==> src/rtl/ahb_param_arbiter_pkg.sv <==
// Shared AHB encodings, arbitration-mode constants and burst-length decode
// for the parametrised AHB arbiter.
package ahb_param_arbiter_pkg;

   typedef enum logic [1:0] {
      HT_IDLE   = 2'b00,
      HT_BUSY   = 2'b01,
      HT_NONSEQ = 2'b10,
      HT_SEQ    = 2'b11
   } htrans_e;

   typedef enum logic [2:0] {
      HB_SINGLE = 3'b000,
      HB_INCR   = 3'b001,
      HB_WRAP4  = 3'b010,
      HB_INCR4  = 3'b011,
      HB_WRAP8  = 3'b100,
      HB_INCR8  = 3'b101,
      HB_WRAP16 = 3'b110,
      HB_INCR16 = 3'b111
   } hburst_e;

   typedef enum logic [1:0] {
      HR_OKAY  = 2'b00,
      HR_ERROR = 2'b01,
      HR_RETRY = 2'b10,
      HR_SPLIT = 2'b11
   } hresp_e;

   localparam logic ARB_FIXED = 1'b0;
   localparam logic ARB_RR    = 1'b1;

   localparam int unsigned IDX_W = 4;
   localparam int unsigned CNT_W = 4;

   // Remaining beats after the NONSEQ; undefined-length bursts count as single.
   function automatic logic [CNT_W-1:0] burst_beats(input hburst_e b);
      logic [CNT_W-1:0] n;
      unique case (b)
         HB_WRAP4,  HB_INCR4:  n = 4'd3;
         HB_WRAP8,  HB_INCR8:  n = 4'd7;
         HB_WRAP16, HB_INCR16: n = 4'd15;
         default:              n = '0;
      endcase
      return n;
   endfunction

endpackage

==> src/rtl/ahb_arb_select.sv <==
// Combinational winner selection: fixed priority (lowest index) or
// round-robin starting after the pointer, with default-master fallback.
module ahb_arb_select
   import ahb_param_arbiter_pkg::*;
#(
   parameter int unsigned N_MASTERS  = 4,
   parameter int unsigned DEF_MASTER = 0
) (
   input  logic [N_MASTERS-1:0] req_i,
   input  logic [IDX_W-1:0]     ptr_i,
   input  logic                 mode_i,
   output logic [N_MASTERS-1:0] win_oh_o,
   output logic [IDX_W-1:0]     win_idx_o,
   output logic                 any_req_o
);

   logic [N_MASTERS-1:0] upper_req;
   logic                 found_hi;
   logic                 found_all;
   logic [IDX_W-1:0]     idx_hi;
   logic [IDX_W-1:0]     idx_all;
   logic [IDX_W-1:0]     win_idx;

   // Round-robin is split into "above the pointer" and "anywhere"; the wrap
   // case falls back to plain lowest-index search over all requesters.
   always_comb begin
      upper_req = '0;
      for (int unsigned i = 0; i < N_MASTERS; i++) begin
         upper_req[i] = req_i[i] & (i > 32'(ptr_i));
      end

      found_hi = 1'b0;
      idx_hi   = '0;
      for (int unsigned i = N_MASTERS; i > 0; i--) begin
         if (upper_req[i-1]) begin
            found_hi = 1'b1;
            idx_hi   = IDX_W'(i-1);
         end
      end

      found_all = 1'b0;
      idx_all   = '0;
      for (int unsigned i = N_MASTERS; i > 0; i--) begin
         if (req_i[i-1]) begin
            found_all = 1'b1;
            idx_all   = IDX_W'(i-1);
         end
      end

      win_idx = IDX_W'(DEF_MASTER);
      if ((mode_i == ARB_RR) && found_hi) begin
         win_idx = idx_hi;
      end else if (found_all) begin
         win_idx = idx_all;
      end

      win_oh_o = '0;
      for (int unsigned i = 0; i < N_MASTERS; i++) begin
         win_oh_o[i] = (32'(win_idx) == i);
      end
   end

   assign win_idx_o = win_idx;
   assign any_req_o = found_all;

endmodule

==> src/rtl/ahb_param_arbiter.sv <==
// Parametrised AHB-Lite/AHB2 arbiter: burst-protected, lock-aware grant
// with default-master parking and one-cycle ownership hand-over.
module ahb_param_arbiter
   import ahb_param_arbiter_pkg::*;
#(
   parameter int unsigned N_MASTERS  = 4,
   parameter int unsigned ARB_MODE   = 1,
   parameter int unsigned DEF_MASTER = 0
) (
   input  logic                 hclk,
   input  logic                 hreset,
   input  logic [N_MASTERS-1:0] hbusreq,
   input  logic [N_MASTERS-1:0] hlock,
   input  logic [1:0]           htrans,
   input  logic [2:0]           hburst,
   input  logic                 hready,
   input  logic [1:0]           hresp,
   output logic [N_MASTERS-1:0] hgrant,
   output logic [IDX_W-1:0]     hmaster,
   output logic                 hmastlock
);

   localparam logic MODE = (ARB_MODE == 32'd1) ? ARB_RR : ARB_FIXED;

   htrans_e trans;
   hburst_e burst;
   hresp_e  resp;

   assign trans = htrans_e'(htrans);
   assign burst = hburst_e'(hburst);
   assign resp  = hresp_e'(hresp);

   logic [N_MASTERS-1:0] hgrant_q,    hgrant_d;
   logic [IDX_W-1:0]     hmaster_q,   hmaster_d;
   logic                 hmastlock_q, hmastlock_d;
   logic [CNT_W-1:0]     cnt_q,       cnt_d;
   logic [IDX_W-1:0]     ptr_q,       ptr_d;

   logic [N_MASTERS-1:0] win_oh;
   logic [IDX_W-1:0]     win_idx;
   logic                 any_req;

   logic [IDX_W-1:0]     grant_idx;
   logic                 lock_owner;
   logic                 lock_grant;
   logic                 burst_end;
   logic                 arb_ok;

   ahb_arb_select #(
      .N_MASTERS  (N_MASTERS),
      .DEF_MASTER (DEF_MASTER)
   ) u_select (
      .req_i     (hbusreq),
      .ptr_i     (ptr_q),
      .mode_i    (MODE),
      .win_oh_o  (win_oh),
      .win_idx_o (win_idx),
      .any_req_o (any_req)
   );

   always_comb begin
      grant_idx  = '0;
      lock_owner = 1'b0;
      for (int unsigned i = 0; i < N_MASTERS; i++) begin
         if (hgrant_q[i]) begin
            grant_idx = IDX_W'(i);
         end
         if (32'(hmaster_q) == i) begin
            lock_owner = hlock[i];
         end
      end
      lock_grant = |(hlock & hgrant_q);
   end

   // A NONSEQ is judged on the length it is about to load, everything else
   // on the running count, so single transfers can hand over immediately.
   always_comb begin
      if (trans == HT_NONSEQ) begin
         burst_end = (burst_beats(burst) == '0);
      end else begin
         burst_end = (cnt_q <= 4'd1);
      end
      arb_ok = hready && !lock_owner &&
               (burst_end || (trans == HT_IDLE) || (resp != HR_OKAY));
   end

   always_comb begin
      cnt_d = cnt_q;
      if (resp != HR_OKAY) begin
         cnt_d = '0;
      end else if (hready && (trans == HT_NONSEQ)) begin
         cnt_d = burst_beats(burst);
      end else if (hready && (trans == HT_SEQ) && (cnt_q != '0)) begin
         cnt_d = cnt_q - 4'd1;
      end
   end

   always_comb begin
      hgrant_d    = hgrant_q;
      ptr_d       = ptr_q;
      hmaster_d   = hmaster_q;
      hmastlock_d = hmastlock_q;
      if (arb_ok) begin
         hgrant_d = win_oh;
         if (any_req) begin
            ptr_d = win_idx;
         end
      end
      if (hready) begin
         hmaster_d   = grant_idx;
         hmastlock_d = lock_grant;
      end
   end

   always_ff @(posedge hclk or negedge hreset) begin
      if (!hreset) begin
         hgrant_q    <= N_MASTERS'(1) << DEF_MASTER;
         hmaster_q   <= IDX_W'(DEF_MASTER);
         hmastlock_q <= 1'b0;
         cnt_q       <= '0;
         ptr_q       <= IDX_W'(DEF_MASTER);
      end else begin
         hgrant_q    <= hgrant_d;
         hmaster_q   <= hmaster_d;
         hmastlock_q <= hmastlock_d;
         cnt_q       <= cnt_d;
         ptr_q       <= ptr_d;
      end
   end

   assign hgrant    = hgrant_q;
   assign hmaster   = hmaster_q;
   assign hmastlock = hmastlock_q;

endmodule
==> config.mk <==
export PLATFORM = sky130hd
export DESIGN_NAME = ahb_param_arbiter
export DESIGN_NICKNAME = d
export VERILOG_FILES = /design/src/rtl/ahb_param_arbiter_pkg.sv /design/src/rtl/ahb_arb_select.sv /design/src/rtl/ahb_param_arbiter.sv
export SDC_FILE = /design/constraint.sdc
export NUM_CORES = 1
export LEC_CHECK = 0
export ABC_AREA = 1
export CAP_MARGIN = 5
export CORE_ASPECT_RATIO = 0.7
export CORE_MARGIN = 4
export CORE_UTILIZATION = 50
export DETAILED_ROUTE_END_ITERATION = 6
export GPL_ROUTABILITY_DRIVEN = 0
export GPL_TIMING_DRIVEN = 0
export PLACE_DENSITY = 0.84
export REMOVE_ABC_BUFFERS = 1
export SLEW_MARGIN = 20
export SYNTH_ARGS = -nofsm -noshare
export SYNTH_HDL_FRONTEND = slang
export SYNTH_SLANG_ARGS = --single-unit
==> constraint.sdc <==
create_clock -name hclk -period 3.16 [get_ports hclk]
set_input_delay 0.632 -clock hclk [delete_from_list [all_inputs] [get_ports hclk]]
set_output_delay 0.632 -clock hclk [all_outputs]
set_load 0.005 [all_outputs]
# Word level (Yosys, flattened, before mapping)

Cells that the tools add are included.

Flip-flop bits (word level): 17
Latch bits: 0
Memory bits (writable): 0
Memory bits (read-only): 0
Bits of input ports: 18
Output and inout bits: 9
Logic and storage cells: 77
Memories: 0

Add/subtract/negate cells: 1
$mul: 0
Div/mod/pow operators: 0
Magnitude comparators: 4
Eq/ne operators: 14
Shift-type cells: 0
Muxes and demuxes: 29
Bitwise operators: 4
Reductions and logical operators: 20

Operators by type and width:

| cell                | count |
|---|---|
| $mux 4              | 9 |
| $eq 4x2->1 const B  | 4 |
| $mux 1              | 13 |
| $eq 3x3->1 const B  | 4 |
| $logic_not 4->1     | 3 |
| $mux 2              | 6 |
| $pmux 4 s3          | 1 |
| $eq 4x1->1 const B  | 2 |
| $gt 2x4->1 const A  | 2 |
| $eq 3x2->1 const B  | 2 |
| $reduce_or 2->1     | 3 |
| $logic_and 1x1->1   | 5 |
| $and 4x4->4         | 1 |
| $eq 2x2->1 const B  | 2 |
| $gt 1x4->1 const A  | 1 |
| $le 4x1->1 const B  | 1 |
| $reduce_bool 4->1   | 1 |
| $reduce_or 4->1     | 1 |
| $sub 4x1->4 const B | 1 |
| $and 1x1->1         | 3 |
| $reduce_bool 3->1   | 1 |
| $logic_not 2->1     | 1 |
| $logic_or 1x1->1    | 2 |
| $reduce_and 2->1    | 1 |
| 2 further kinds     | 2 |

# Depth between registers and ports, before layout

Depth in word-level cells: 10
Depth in mapped cells: 10
Depth with buffers taken out: 10

# Cells and area by module

From an unflattened synthesis, not the netlist that was laid out.

Cell total of the unflattened synthesis: 156
Area, all modules: 1099.8 um^2

Modules (own cells, without submodules):

| module            | times used | cells each | area an instance (um^2) | sequential area each (um^2) |
|---|---|---|---|---|
| ahb_param_arbiter | 1          | 112        | 882.1                   | 376.6 |
| ahb_arb_select    | 1          | 44         | 217.7                   | 0.0 |

# Worst setup path before layout

Ideal clock, no wire load.

Kind: in2reg
Start point: in hresp[1]
End point: reg hgrant_q[1] (netlist: hgrant[1])
Setup time: 0.117 ns
Arrival: 1.237 ns
Data required time: 3.043 ns
Setup slack: 1.806 ns
Stages: 6
Path buffers: 0
Path through: nor2_1 -> nand2_1 -> nor2_1 -> nor2_4 -> nand3_1 -> nand2_1

Cells in the longest elaborated chain, start to end: 3

RTL lines:

| what                 | RTL line                 | source |
|---|---|---|
| start, declared      | ahb_param_arbiter.sv:17  | `input logic [1:0] hresp,` |
| $reduce_bool 2->1    | ahb_param_arbiter.sv:84  | `(burst_end \|\| (trans == HT_IDLE) \|\| (resp != HR_OKAY));` |
| $logic_or 1x1->1     | ahb_param_arbiter.sv:84  |  |
| $logic_and 1x1->1    | ahb_param_arbiter.sv:83  | `arb_ok = hready && !lock_owner &&` |
| end signal, assigned | ahb_param_arbiter.sv:117 | `hgrant_q <= N_MASTERS'(1) << DEF_MASTER;` |
| end signal, assigned | ahb_param_arbiter.sv:123 | `hgrant_q <= hgrant_d;` |
| end, declared        | ahb_param_arbiter.sv:33  | `logic [N_MASTERS-1:0] hgrant_q, hgrant_d;` |

Every way passes these cells.
A chain may end at the register's enable or synchronous reset.

# Worst setup path after layout

Start point: reg hgrant_q[0] (netlist: hgrant[0])
End point: out hgrant[0]

RTL lines:

| what          | RTL line                | source |
|---|---|---|
| end, declared | ahb_param_arbiter.sv:18 | `output logic [N_MASTERS-1:0] hgrant,` |

No word-level cell between the ends.

==> flow_summary.ini <==
[detailed_routing]
via_count = 999
drc = 0
routedWlPerCell_um = 12.61
ant_nets = 0
drt_pass1_iterations = 4
drt_iter0_markers = 41
drt-total-wl_um = 2408
viasPerCell = 5.230

[cts]
cts_tree = built
insertion_delay_ns = 0.28
cts_root_buffer = clkbuf_4
clk_pin_slew_ns = 0.08
cts-buffers-inserted = 3
clockBufferDepth = 2
hold_buffers = 0
cts_sinks = 13
cts-htree-levels = 1
cts_resized = 0
cts_setup_buffers = 0

[yosys]
syn_avg_cell_area_um2 = 6.430
synth_seq_cells = 13
netlist_top_cells_area = dfrtp_1, nand2_1, nand3_1
yosys.area.top_type = dfrtp_1
yosysTopAreaCellShare = 0.3243
yosys_warnings = 0
netlist_area_um2 = 925.9
syn_inst = 144
synth.distinct_cells = 19
ys_seq_area_frac = 0.3527

[timing]
finalSetupViolCount = 0
rsz0062_at_grt = no
fmax_mhz = 508.3
fin_worst_skew_ns = 0.007773
fin_crit_ns = 1.967
slew_viol_final = 0
finalHoldViolations = 0
tightestPinTransition_ns = 0.6333
tns_ns = 0
relSlewSlack = 0.5765
post-route-period-util = 0.6225

[die]
die_h_um = 44.01
fp.dieW_um = 59.44
pin_count = 27
die_area_um2 = 2615
coreArea_um2 = 1667
start_util = 0.5556
rows = 12

[grt]
grt.total_usage = 0.2132
grt_pass1_wl_um = 4146
grt_pass1_vias = 933
antenna_found_initial = 0
grt_max_degree = 14
overflow = 0

[finish]
multi_input_area_um2 = 509.2
drive_above_1_share = 0.04118
n_antenna_cell = 0
fin_cells = 191
nets = 192
syn_to_final_growth_pct = 29.32
seq_area_um2 = 326.6
n_fill_cell = 149
post-route-util = 0.7185

[setup_path]
cp_slowest_cell = dfstp_2
worstRegToRegCells = 10
cp_max_fo = 3
crit_buf_inv = 1
slowest_delay_ns = 0.55
cp_top_family = flip-flops
crit_cells = 1
rrSetupSlack_ns = 1.68
cp-endpoint = hgrant[0]
critPathKind = register to primary output
rr_startpoint = cnt_q[0]$_DFFE_PN0P_
critPathLaunch = hgrant[0]$_DFFE_PN1P_
cp_cell_sequence = clkdlybuf4s50_1
cp.arrival_ns = 1.34
startpoint_type = register
end_kind = primary output
cp.required_ns = 2.53
reg2reg_to = ptr_q[0]$_DFFE_PN0P_

[placement]
dpl.hpwl_um = 1953
dp_cells = 187
port_buffers = 23

[min_path]
min_path_type = register to register

[run_status]
status = finished, final reports clean

[pwr]
peakVddDrop_v = 0.0003997
leakage_uw = 0.0006217
p_per_area_nw_per_um2 = 589.7

[run]
cap_violations = 0
==> final cells by class <==
type,count,share of cell area
repair buffers,23,0.1923
multi-input cells,109,0.4253
flip-flops and latches,13,0.2727
clock buffers,4,0.02194
well taps,21,0.02194
inverters,21,0.06583
==> through the flow <==
step	hold slack [ns]	setup WS (ns)	total power, µW	area [µm²]
2_1_floorplan	0.3364	1.806	452.3	914.6
6_report	0.5082	1.193	706.1	1197
5_1_grt	0.5384	1.141	775.9	1197
3_3_place_gp	0.4740	1.176	595.1	1171
3_5_place_dp	0.4985	1.127	607.0	1171
4_1_cts	0.5119	1.174	713.5	1197
==> Yosys cell counts <==
master    n
inv_2     1
nand4_1   1
nand3_1  26
ha_1      3
inv_1    20
dfstp_2   1
nor2_4    1
a21oi_1   2
a41oi_1   1
nor2_1   14
buf_4     2
o21ai_0   5
xor2_1    1
nand2_1  49
nand2_2   1
dfrtp_1  12
o22ai_1   1
a22oi_1   2
conb_1    1
==> where the power goes <==
group	total (µW)	internal (µW)	switching (µW)
clock network	102	49.0	53.0
logic	328	158	170
registers	276	224	52.8
total	706	431	275
==> sequential cells by signal, summed over array words and instances (netlist names) <==
name / count
ptr_q: 2
hmastlock: 1
hmaster: 2
cnt_q: 4
hgrant: 4
==> placed cells by master (no fill, tap or decap), drive strengths merged <==
cell type / synthesis / routed
o21ai: 5 / 5
clkdlybuf4s50: 0 / 23
a41oi: 1 / 1
a22oi: 2 / 2
a21oi: 2 / 2
nand3: 26 / 26
conb: 1 / 2
nor2: 15 / 15
clkbuf: 0 / 4
inv: 21 / 21
dfstp: 1 / 1
ha: 3 / 3
o22ai: 1 / 1
dfrtp: 12 / 12
xor2: 1 / 1
nand4: 1 / 1
nand2: 50 / 50
==> how the worst min path moves through the flow <==
stage / from / to / slack [ns] / cells past startpoint
2_1_floorplan: hreset / cnt_q[0]$_DFFE_PN0P_ / 0.34 / 0
4_1_cts: hgrant[0]$_DFFE_PN1P_ / hgrant[0]$_DFFE_PN1P_ / 0.51 / 2
6_report: hgrant[0]$_DFFE_PN1P_ / hgrant[0]$_DFFE_PN1P_ / 0.51 / 2
5_1_grt: hgrant[0]$_DFFE_PN1P_ / hgrant[0]$_DFFE_PN1P_ / 0.54 / 2
3_5_place_dp: hgrant[0]$_DFFE_PN1P_ / hgrant[0]$_DFFE_PN1P_ / 0.50 / 2
3_3_place_gp: hgrant[0]$_DFFE_PN1P_ / hgrant[0]$_DFFE_PN1P_ / 0.47 / 2
==> kinds of logic after synthesis <==
| logic type | share of synthesized area |
|---|---|
| compound gates | 0.07027 |
| xor+xnor | 0.009461 |
| fa+ha+maj | 0.04054 |
| buf+inv | 0.1013 |
| flops | 0.3527 |
| other cells | 0.004050 |
| simple gates | 0.4216 |
==> layer usage <==
layer  vias to the layer above  track usage  share of wire
li1                        508            -              -
met1                       452       0.2670           0.43
met2                        37       0.3573           0.48
met3                         2      0.06250          0.084
met4                         0      0.05430         0.0050
met5                         -            0              0
No activity file was read; power rests on OpenSTA's default activity.
